===== src/rtl/mips_register_file_if.sv =====
// Bus between the MIPS core datapath and the 32-entry register file:
// two combinational read ports, one write-back port and write status.
interface mips_register_file_if #(
  parameter int DATA_W = 32,
  parameter int ADDR_W = 5
);
  logic [ADDR_W-1:0] rd_addr_a;
  logic [ADDR_W-1:0] rd_addr_b;
  logic [DATA_W-1:0] rd_data_a;
  logic [DATA_W-1:0] rd_data_b;
  logic              wr_en;
  logic [ADDR_W-1:0] wr_addr;
  logic [DATA_W-1:0] wr_data;
  logic              wr_ack;
  logic [15:0]       write_count;

  modport master (
    output rd_addr_a, rd_addr_b, wr_en, wr_addr, wr_data,
    input  rd_data_a, rd_data_b, wr_ack, write_count
  );

  modport slave (
    input  rd_addr_a, rd_addr_b, wr_en, wr_addr, wr_data,
    output rd_data_a, rd_data_b, wr_ack, write_count
  );
endinterface


===== src/rtl/mips_register_file.sv =====
// 32-entry MIPS register file: hardwired $zero, resettable $sp, two
// combinational read ports with optional write forwarding, one write port.
module mips_register_file #(
  parameter int                DATA_W   = 32,
  parameter int                ADDR_W   = 5,
  parameter int                SP_INDEX = 29,
  parameter logic [DATA_W-1:0] SP_RESET = 32'h0000_3FFC,
  parameter int                BYPASS   = 1
) (
  input logic                 clk,
  input logic                 reset_n,
  mips_register_file_if.slave bus
);
  localparam int DEPTH = 1 << ADDR_W;

  logic [DATA_W-1:0] r_regs [DEPTH];
  logic              r_wr_ack;
  logic [15:0]       r_write_count;
  logic              w_commit;
  logic [DATA_W-1:0] w_rd_data_a;
  logic [DATA_W-1:0] w_rd_data_b;

  // Writes to $zero are dropped entirely, so they never count as commits.
  assign w_commit = bus.wr_en && (bus.wr_addr != '0);

  always_ff @(posedge clk or negedge reset_n) begin
    if (!reset_n) begin
      for (int i = 0; i < DEPTH; i++) begin
        r_regs[i] <= (i == SP_INDEX) ? SP_RESET : '0;
      end
    end else if (w_commit) begin
      r_regs[bus.wr_addr] <= bus.wr_data;
    end
  end

  always_ff @(posedge clk or negedge reset_n) begin
    if (!reset_n) begin
      r_wr_ack      <= 1'b0;
      r_write_count <= '0;
    end else begin
      r_wr_ack <= w_commit;
      if (w_commit && (r_write_count != 16'hFFFF)) begin
        r_write_count <= r_write_count + 16'd1;
      end
    end
  end

  // Forwarding lets a reader in the write-back cycle see the incoming value.
  always_comb begin
    w_rd_data_a = '0;
    if (bus.rd_addr_a != '0) begin
      if ((BYPASS != 0) && bus.wr_en && (bus.wr_addr == bus.rd_addr_a)) begin
        w_rd_data_a = bus.wr_data;
      end else begin
        w_rd_data_a = r_regs[bus.rd_addr_a];
      end
    end
  end

  always_comb begin
    w_rd_data_b = '0;
    if (bus.rd_addr_b != '0) begin
      if ((BYPASS != 0) && bus.wr_en && (bus.wr_addr == bus.rd_addr_b)) begin
        w_rd_data_b = bus.wr_data;
      end else begin
        w_rd_data_b = r_regs[bus.rd_addr_b];
      end
    end
  end

  assign bus.rd_data_a   = w_rd_data_a;
  assign bus.rd_data_b   = w_rd_data_b;
  assign bus.wr_ack      = r_wr_ack;
  assign bus.write_count = r_write_count;
endmodule


===== src/flat_wrapper.sv =====
// flat-port wrapper written by rule: the top's interface ports become plain ports
module mips_register_file_flat 
#(
  parameter int                DATA_W   = 32,
  parameter int                ADDR_W   = 5,
  parameter int                SP_INDEX = 29,
  parameter logic [DATA_W-1:0] SP_RESET = 32'h0000_3FFC,
  parameter int                BYPASS   = 1
)
  (clk, reset_n, bus_rd_addr_a, bus_rd_addr_b, bus_wr_en, bus_wr_addr, bus_wr_data, bus_rd_data_a, bus_rd_data_b, bus_wr_ack, bus_write_count);
  mips_register_file_if #(.DATA_W(DATA_W), .ADDR_W(ADDR_W)) bus_i ();
  input logic clk;
  input logic reset_n;
  input wire logic [$bits(bus_i.rd_addr_a)-1:0] bus_rd_addr_a;
  input wire logic [$bits(bus_i.rd_addr_b)-1:0] bus_rd_addr_b;
  input wire logic [$bits(bus_i.wr_en)-1:0] bus_wr_en;
  input wire logic [$bits(bus_i.wr_addr)-1:0] bus_wr_addr;
  input wire logic [$bits(bus_i.wr_data)-1:0] bus_wr_data;
  output wire logic [$bits(bus_i.rd_data_a)-1:0] bus_rd_data_a;
  output wire logic [$bits(bus_i.rd_data_b)-1:0] bus_rd_data_b;
  output wire logic [$bits(bus_i.wr_ack)-1:0] bus_wr_ack;
  output wire logic [$bits(bus_i.write_count)-1:0] bus_write_count;
  assign bus_i.rd_addr_a = bus_rd_addr_a;
  assign bus_i.rd_addr_b = bus_rd_addr_b;
  assign bus_i.wr_en = bus_wr_en;
  assign bus_i.wr_addr = bus_wr_addr;
  assign bus_i.wr_data = bus_wr_data;
  assign bus_rd_data_a = bus_i.rd_data_a;
  assign bus_rd_data_b = bus_i.rd_data_b;
  assign bus_wr_ack = bus_i.wr_ack;
  assign bus_write_count = bus_i.write_count;
  mips_register_file #(.DATA_W(DATA_W), .ADDR_W(ADDR_W), .SP_INDEX(SP_INDEX), .SP_RESET(SP_RESET), .BYPASS(BYPASS)) u_core (.clk(clk), .reset_n(reset_n), .bus(bus_i));
endmodule

===== config.mk =====
export PLATFORM = sky130hd
export DESIGN_NAME = mips_register_file_flat
export DESIGN_NICKNAME = d
export VERILOG_FILES = /design/src/rtl/mips_register_file_if.sv /design/src/rtl/mips_register_file.sv /design/src/flat_wrapper.sv
export SDC_FILE = /design/constraint.sdc
export NUM_CORES = 2
export LEC_CHECK = 0
export CORE_MARGIN = 2
export CORE_UTILIZATION = 55
export CTS_BUF_LIST = sky130_fd_sc_hd__clkbuf_2
export DETAILED_ROUTE_END_ITERATION = 8
export DONT_BUFFER_PORTS = 1
export PLACE_DENSITY = 0.7
export SETUP_SLACK_MARGIN = 0.5
export SLEW_MARGIN = 40
export SYNTH_ARGS = -nofsm -noshare
export SYNTH_HDL_FRONTEND = slang
export SYNTH_SLANG_ARGS = --single-unit

===== constraint.sdc =====
create_clock -name clk -period 4.4 [get_ports clk]
set_input_delay 1.1 -clock clk [delete_from_list [all_inputs] [get_ports clk]]
set_output_delay 1.1 -clock clk [all_outputs]
set_load 0.01 [all_outputs]

Word-level counts from Yosys, hierarchy flattened

Cells that the tools add are included.

Register bits after elaboration: 1041
Input bits: 50
Logic and storage cells: 66

Add/sub/neg operators: 1
$lt $le $gt $ge: 4
Equality and inequality tests: 3
Multiplexer cells: 13
Bitwise gates (word level): 3
Reductions and logical operators: 8

Operator list:

| kind                                                                         | count |
|---|---|
| 1024-bit bitwise mux                                                         | 1 |
| 32-bit binary-select mux with 5-bit select                                   | 2 |
| 32-bit two-way mux                                                           | 9 |
| 32-bit demux with 5-bit select                                               | 1 |
| 6-bit >= comparator, second input constant                                   | 3 |
| 5-bit NOT with 6-bit output                                                  | 3 |
| 16-bit by 1-bit adder with 16-bit output, second input constant              | 1 |
| 16-bit != test, second input constant                                        | 1 |
| 5-bit nonzero test                                                           | 3 |
| 5-bit equality test                                                          | 2 |
| 6-bit by 1-bit less-than comparator with 1-bit output, second input constant | 1 |
| 1-bit logical AND                                                            | 5 |

Longest topological paths before layout

Depth in word-level cells: 6
Mapped depth: 10
Depth with buffers taken out: 6

Worst setup path before layout

Ideal clock, no wire load.

Path type: in2out
Start: input port bus_rd_addr_b[1]
End: output port bus_rd_data_b[0]
Data arrival time: 2.763 ns
Data required time: 3.300 ns
Slack: 0.537 ns
Cell stages on the path: 7
Cell sequence: buf_4 buf_2 buf_1 mux4_2 mux4_2 o22ai_1 nor2_1

Cells in the longest elaborated chain, start to end: 6

RTL lines:

| element                                               | line                     | source |
|---|---|---|
| from (decl)                                           | flat_wrapper.sv:15       | `input wire logic [$bits(bus_i.rd_addr_b)-1:0] bus_rd_addr_b;` |
| 5-bit NOT with 6-bit output (implied by the code)     | mips_register_file.sv:66 | `w_rd_data_b = r_regs[bus.rd_addr_b];` |
| 32-bit binary-select mux with 5-bit select            | mips_register_file.sv:66 |  |
| 32-bit two-way mux (implied by the code) (2 in a row) | mips_register_file.sv:66 |  |
| 32-bit two-way mux                                    | mips_register_file.sv:63 | `if ((BYPASS != 0) && bus.wr_en && (bus.wr_addr == bus.rd_addr_b)) begin` |
| 32-bit two-way mux *                                  | mips_register_file.sv:62 | `if (bus.rd_addr_b != '0) begin` |
| to (decl)                                             | flat_wrapper.sv:20       | `output wire logic [$bits(bus_i.rd_data_b)-1:0] bus_rd_data_b;` |

Every way passes the cells marked *; elsewhere a longest branch is shown, timed or not. The select of a mux whose other input is x is not followed.

Worst setup path after layout

Start: input port bus_rd_addr_a[0]
End: output port bus_rd_data_a[16]

Cells in the longest elaborated chain, start to end: 6

RTL lines:

| element                                               | line                     | source |
|---|---|---|
| from (decl)                                           | flat_wrapper.sv:14       | `input wire logic [$bits(bus_i.rd_addr_a)-1:0] bus_rd_addr_a;` |
| 5-bit NOT with 6-bit output (implied by the code)     | mips_register_file.sv:55 | `w_rd_data_a = r_regs[bus.rd_addr_a];` |
| 32-bit binary-select mux with 5-bit select            | mips_register_file.sv:55 |  |
| 32-bit two-way mux (implied by the code) (2 in a row) | mips_register_file.sv:55 |  |
| 32-bit two-way mux                                    | mips_register_file.sv:52 | `if ((BYPASS != 0) && bus.wr_en && (bus.wr_addr == bus.rd_addr_a)) begin` |
| 32-bit two-way mux *                                  | mips_register_file.sv:51 | `if (bus.rd_addr_a != '0) begin` |
| to (decl)                                             | flat_wrapper.sv:19       | `output wire logic [$bits(bus_i.rd_data_a)-1:0] bus_rd_data_a;` |

Marks and branches as above.

==> impl_metrics.py <==
metrics = {
    "worst_setup_path": {
        "endpoint_kind": "output port",
        "critPathArrivalTime_ns": 3.64,
        "path_class": "in -> out",
        "cp.required_ns": 3.30,
        "critPathLaunchType": "primary input",
        "r2r_slack_ns": 2.18,
        "cp_slowest_cell": "xnor2_1",
        "worstPathMaxFanout": 295,
        "critical-path-max-stage-delay_ns": 0.39,
        "cpMostUsedCell": "buf_6",
        "path_cells": "xnor2_1 > nand4_1 > or2_2 > buf_4 > a21oi_1 > a41oi_4 > buf_6 > buf_6",
    },
    "synth": {
        "synth_edf_count": 0,
        "async_reset_ff_frac": 1.000,
        "yosysSeqAreaShare": 0.4602,
        "synth_seq_cells": 1041,
        "synth_nets": 3888,
        "synth_ff_type": "dfrtp_1",
        "synth.top_cell.area_share": 0.4547,
        "synthTopCellsByCount": "dfrtp_1 (1029), mux2_2 (995), mux4_2 (456)",
        "synth.most_common_cell": "dfrtp_1",
        "postSynthAreaPerCell_um2": 14.76,
        "synth_area_leaders": "dfrtp_1 (45%), mux2_2 (20%), mux4_2 (18%)",
        "yosysUniqueCellTypes": 68,
        "ys_warn_count": 0,
        "synth_cells": 3837,
        "syn_area_um2": 56630,
        "yosysTopAreaCell": "dfrtp_1",
    },
    "grt": {
        "grt-ovfl-total": 0,
        "grt_max_degree": 315,
        "grt_usage": 0.3381,
        "grt_pass1_wl_um": 262700,
        "grt_pass1_vias": 38779,
        "antenna_found_initial": 6,
    },
    "detailed_routing": {
        "wl_per_cell_um": 32.83,
        "drt_first_pass_iters": 7,
        "drtIter0Drc": 4406,
        "vias": 38591,
        "ant_nets": 0,
        "finalWirelength_um": 182000,
        "drc": 0,
        "avgViaCountPerCell": 6.961,
    },
    "floorplan": {
        "die-area_um2": 105600,
        "die_w_um": 324.9,
        "dieHeight_um": 324.9,
        "start_util": 0.5559,
        "ios": 131,
        "core_um2": 101900,
        "row_count": 117,
    },
    "placement": {
        "port_buffers": 0,
        "pre_cts_slack_ns": 0.05538,
        "gp_congestion": 0.8111,
        "dp_hpwl_um": 90570,
        "placed_area_um2": 58010,
        "dpl.cell_count": 4906,
    },
    "clocking": {
        "clk_pin_slew_worst_paths_ns": 0.10,
        "h-tree-depth": 5,
        "insertion_delay_ns": 1.51,
        "numCtsBuffers": 298,
        "clk_path_buf_depth": 4,
        "cts_tree": "yes",
        "clock_sinks": 1041,
        "root_buffer": "clkbuf_2",
    },
    "pwr": {
        "irDropWorstVdd_mv": 0.2310,
        "power.leakage_nw": 28.04,
        "power_density_nw_per_um2": 409.5,
    },
    "sta": {
        "slew-limit-headroom": 0.08392,
        "setup_viol": 27,
        "fin_skew_ns": 0.03412,
        "fmax_ghz": 0.2112,
        "worst_slack_ns": -0.3357,
        "hold_viol": 0,
        "finalCriticalPeriod_ns": 4.736,
        "drv_slew": 0,
        "tightest_slew_ns": 1.374,
        "rsz0062_at_grt": "true",
        "period_share": 1.076,
    },
    "cells_and_area": {
        "postLayoutCellArea_um2": 63180,
        "layout.nets": 4020,
        "fillCellCount": 7846,
        "drive_gt1_frac": 0.5861,
        "area_growth_pct": 11.55,
        "fin_cells": 5544,
    },
    "hold_path": {
        "hold_class": "in -> reg",
    },
    "status": {
        "violations": "setup timing",
        "status": "finished, violations left",
    },
    "job": {
        "drv_cap": 0,
    },
}
[power by group]
| part | switching [mW] | internal [mW] |
|---|---|---|
| logic | 2.41 | 3.80 |
| registers | 1.35 | 11.4 |
| clock network | 4.16 | 2.76 |
| total | 7.92 | 18.0 |
[state kept, by name (all words and copies together), names as in the netlist]
register                count
u_core.r_regs            1024
u_core.bus.write_count     16
u_core.bus.wr_ack           1
[path summary, 6_finish.rpt]
kind	startpoint	end	cells past startpoint
worst max-delay path	bus_rd_addr_a[0]	bus_rd_data_a[16]	8
worst min-delay path	bus_wr_data[30]	u_core.r_regs[382]	2
worst max register to register	u_core.bus.write_count[0]	u_core.bus.write_count[13]	6
worst min register to register	u_core.r_regs[994]	u_core.r_regs[994]	0
max in group asynchronous	reset_n	u_core.r_regs[745]	5
min in group asynchronous	reset_n	u_core.r_regs[371]	3
[cell families (layout without fill, tap and decap cells)]
| logic type | count (synthesis) | in the layout | share of synthesized area |
|---|---|---|---|
| simple gates | 224 | 224 | 0.01920 |
| flops | 1041 | 1041 | 0.4602 |
| fa+ha+maj | 1 | 1 | 0.0002209 |
| mux | 1755 | 1755 | 0.4331 |
| xor+xnor | 25 | 25 | 0.003866 |
| other cells | 0 | 6 | 0 |
| compound gates | 338 | 338 | 0.04253 |
| buf+inv | 453 | 786 | 0.04085 |
[cell type report]
class / count / area, um^2 / share of cell area
Tap cell: 1368 / 1712 / 0.02709
Sequential cell: 1041 / 26070 / 0.4126
Clock inverter: 44 / 197.7 / 0.003129
Clock buffer: 457 / 2287 / 0.03620
Inverter: 17 / 70.07 / 0.001109
Timing Repair Buffer: 268 / 2885 / 0.04567
Multi-Input combinational cell: 2343 / 29950 / 0.4740
Antenna cell: 6 / 15.01 / 0.0002377
[per-layer routing]
metal	track usage	vias up	part of all wire
li1	-	15267	-
met1	0.4791	20676	0.41
met5	0	-	0.00015
met4	0.1435	4	0.041
met3	0.07543	500	0.098
met2	0.5073	2144	0.45
[per-stage QoR]
| stage | TNS, ns | power, mW | hold slack (ns) | util |
|---|---|---|---|---|
| 2_1_floorplan | 0 | 16.95 | 0.4413 | - |
| 3_3_place_gp | 0 | 17.71 | 0.3764 | 0.5658 |
| 3_5_place_dp | 0 | 18.17 | 0.3836 | 0.5694 |
| 4_1_cts | -2.620 | 25.58 | 0.02604 | 0.6108 |
| 5_1_grt | -2.949 | 27.11 | 0.09848 | 0.6201 |
| 6_report | -3.590 | 25.87 | 0.1838 | 0.6201 |
[critical path, delay by kind of cell]
kind	cells	cell delay, ns
xor+xnor	1	0.39
buf+inv	3	0.57
simple gates	2	0.69
compound gates	2	0.43
[placed cells by master, fill, tap and decap left out, drive strengths merged, types with 11 or more instances in the layout]
cell type | synthesis | routed
a221o | 41 | 41
dfstp | 12 | 12
clkbuf | 208 | 469
clkinv | 3 | 40
o22ai | 50 | 50
inv | 14 | 20
o21ai | 76 | 76
nor2 | 64 | 64
nor3 | 13 | 13
mux4 | 456 | 456
a21oi | 39 | 39
xnor2 | 23 | 23
a211oi | 15 | 15
a31oi | 11 | 11
mux2 | 1004 | 1004
dfrtp | 1029 | 1029
nand3 | 22 | 22
a221oi | 46 | 46
nand2 | 58 | 58
mux2i | 295 | 295
buf | 228 | 249
[timing repair]
action                     4_1_cts  5_1_grt
resized for setup              211       77
pin swaps                      116       47
hold endpoints to repair      1478        0
setup endpoints to repair       64       64
setup buffers                   42       26
gates cloned                     0       16
hold buffers                    41        0
Power figures use the tool's default switching activity.
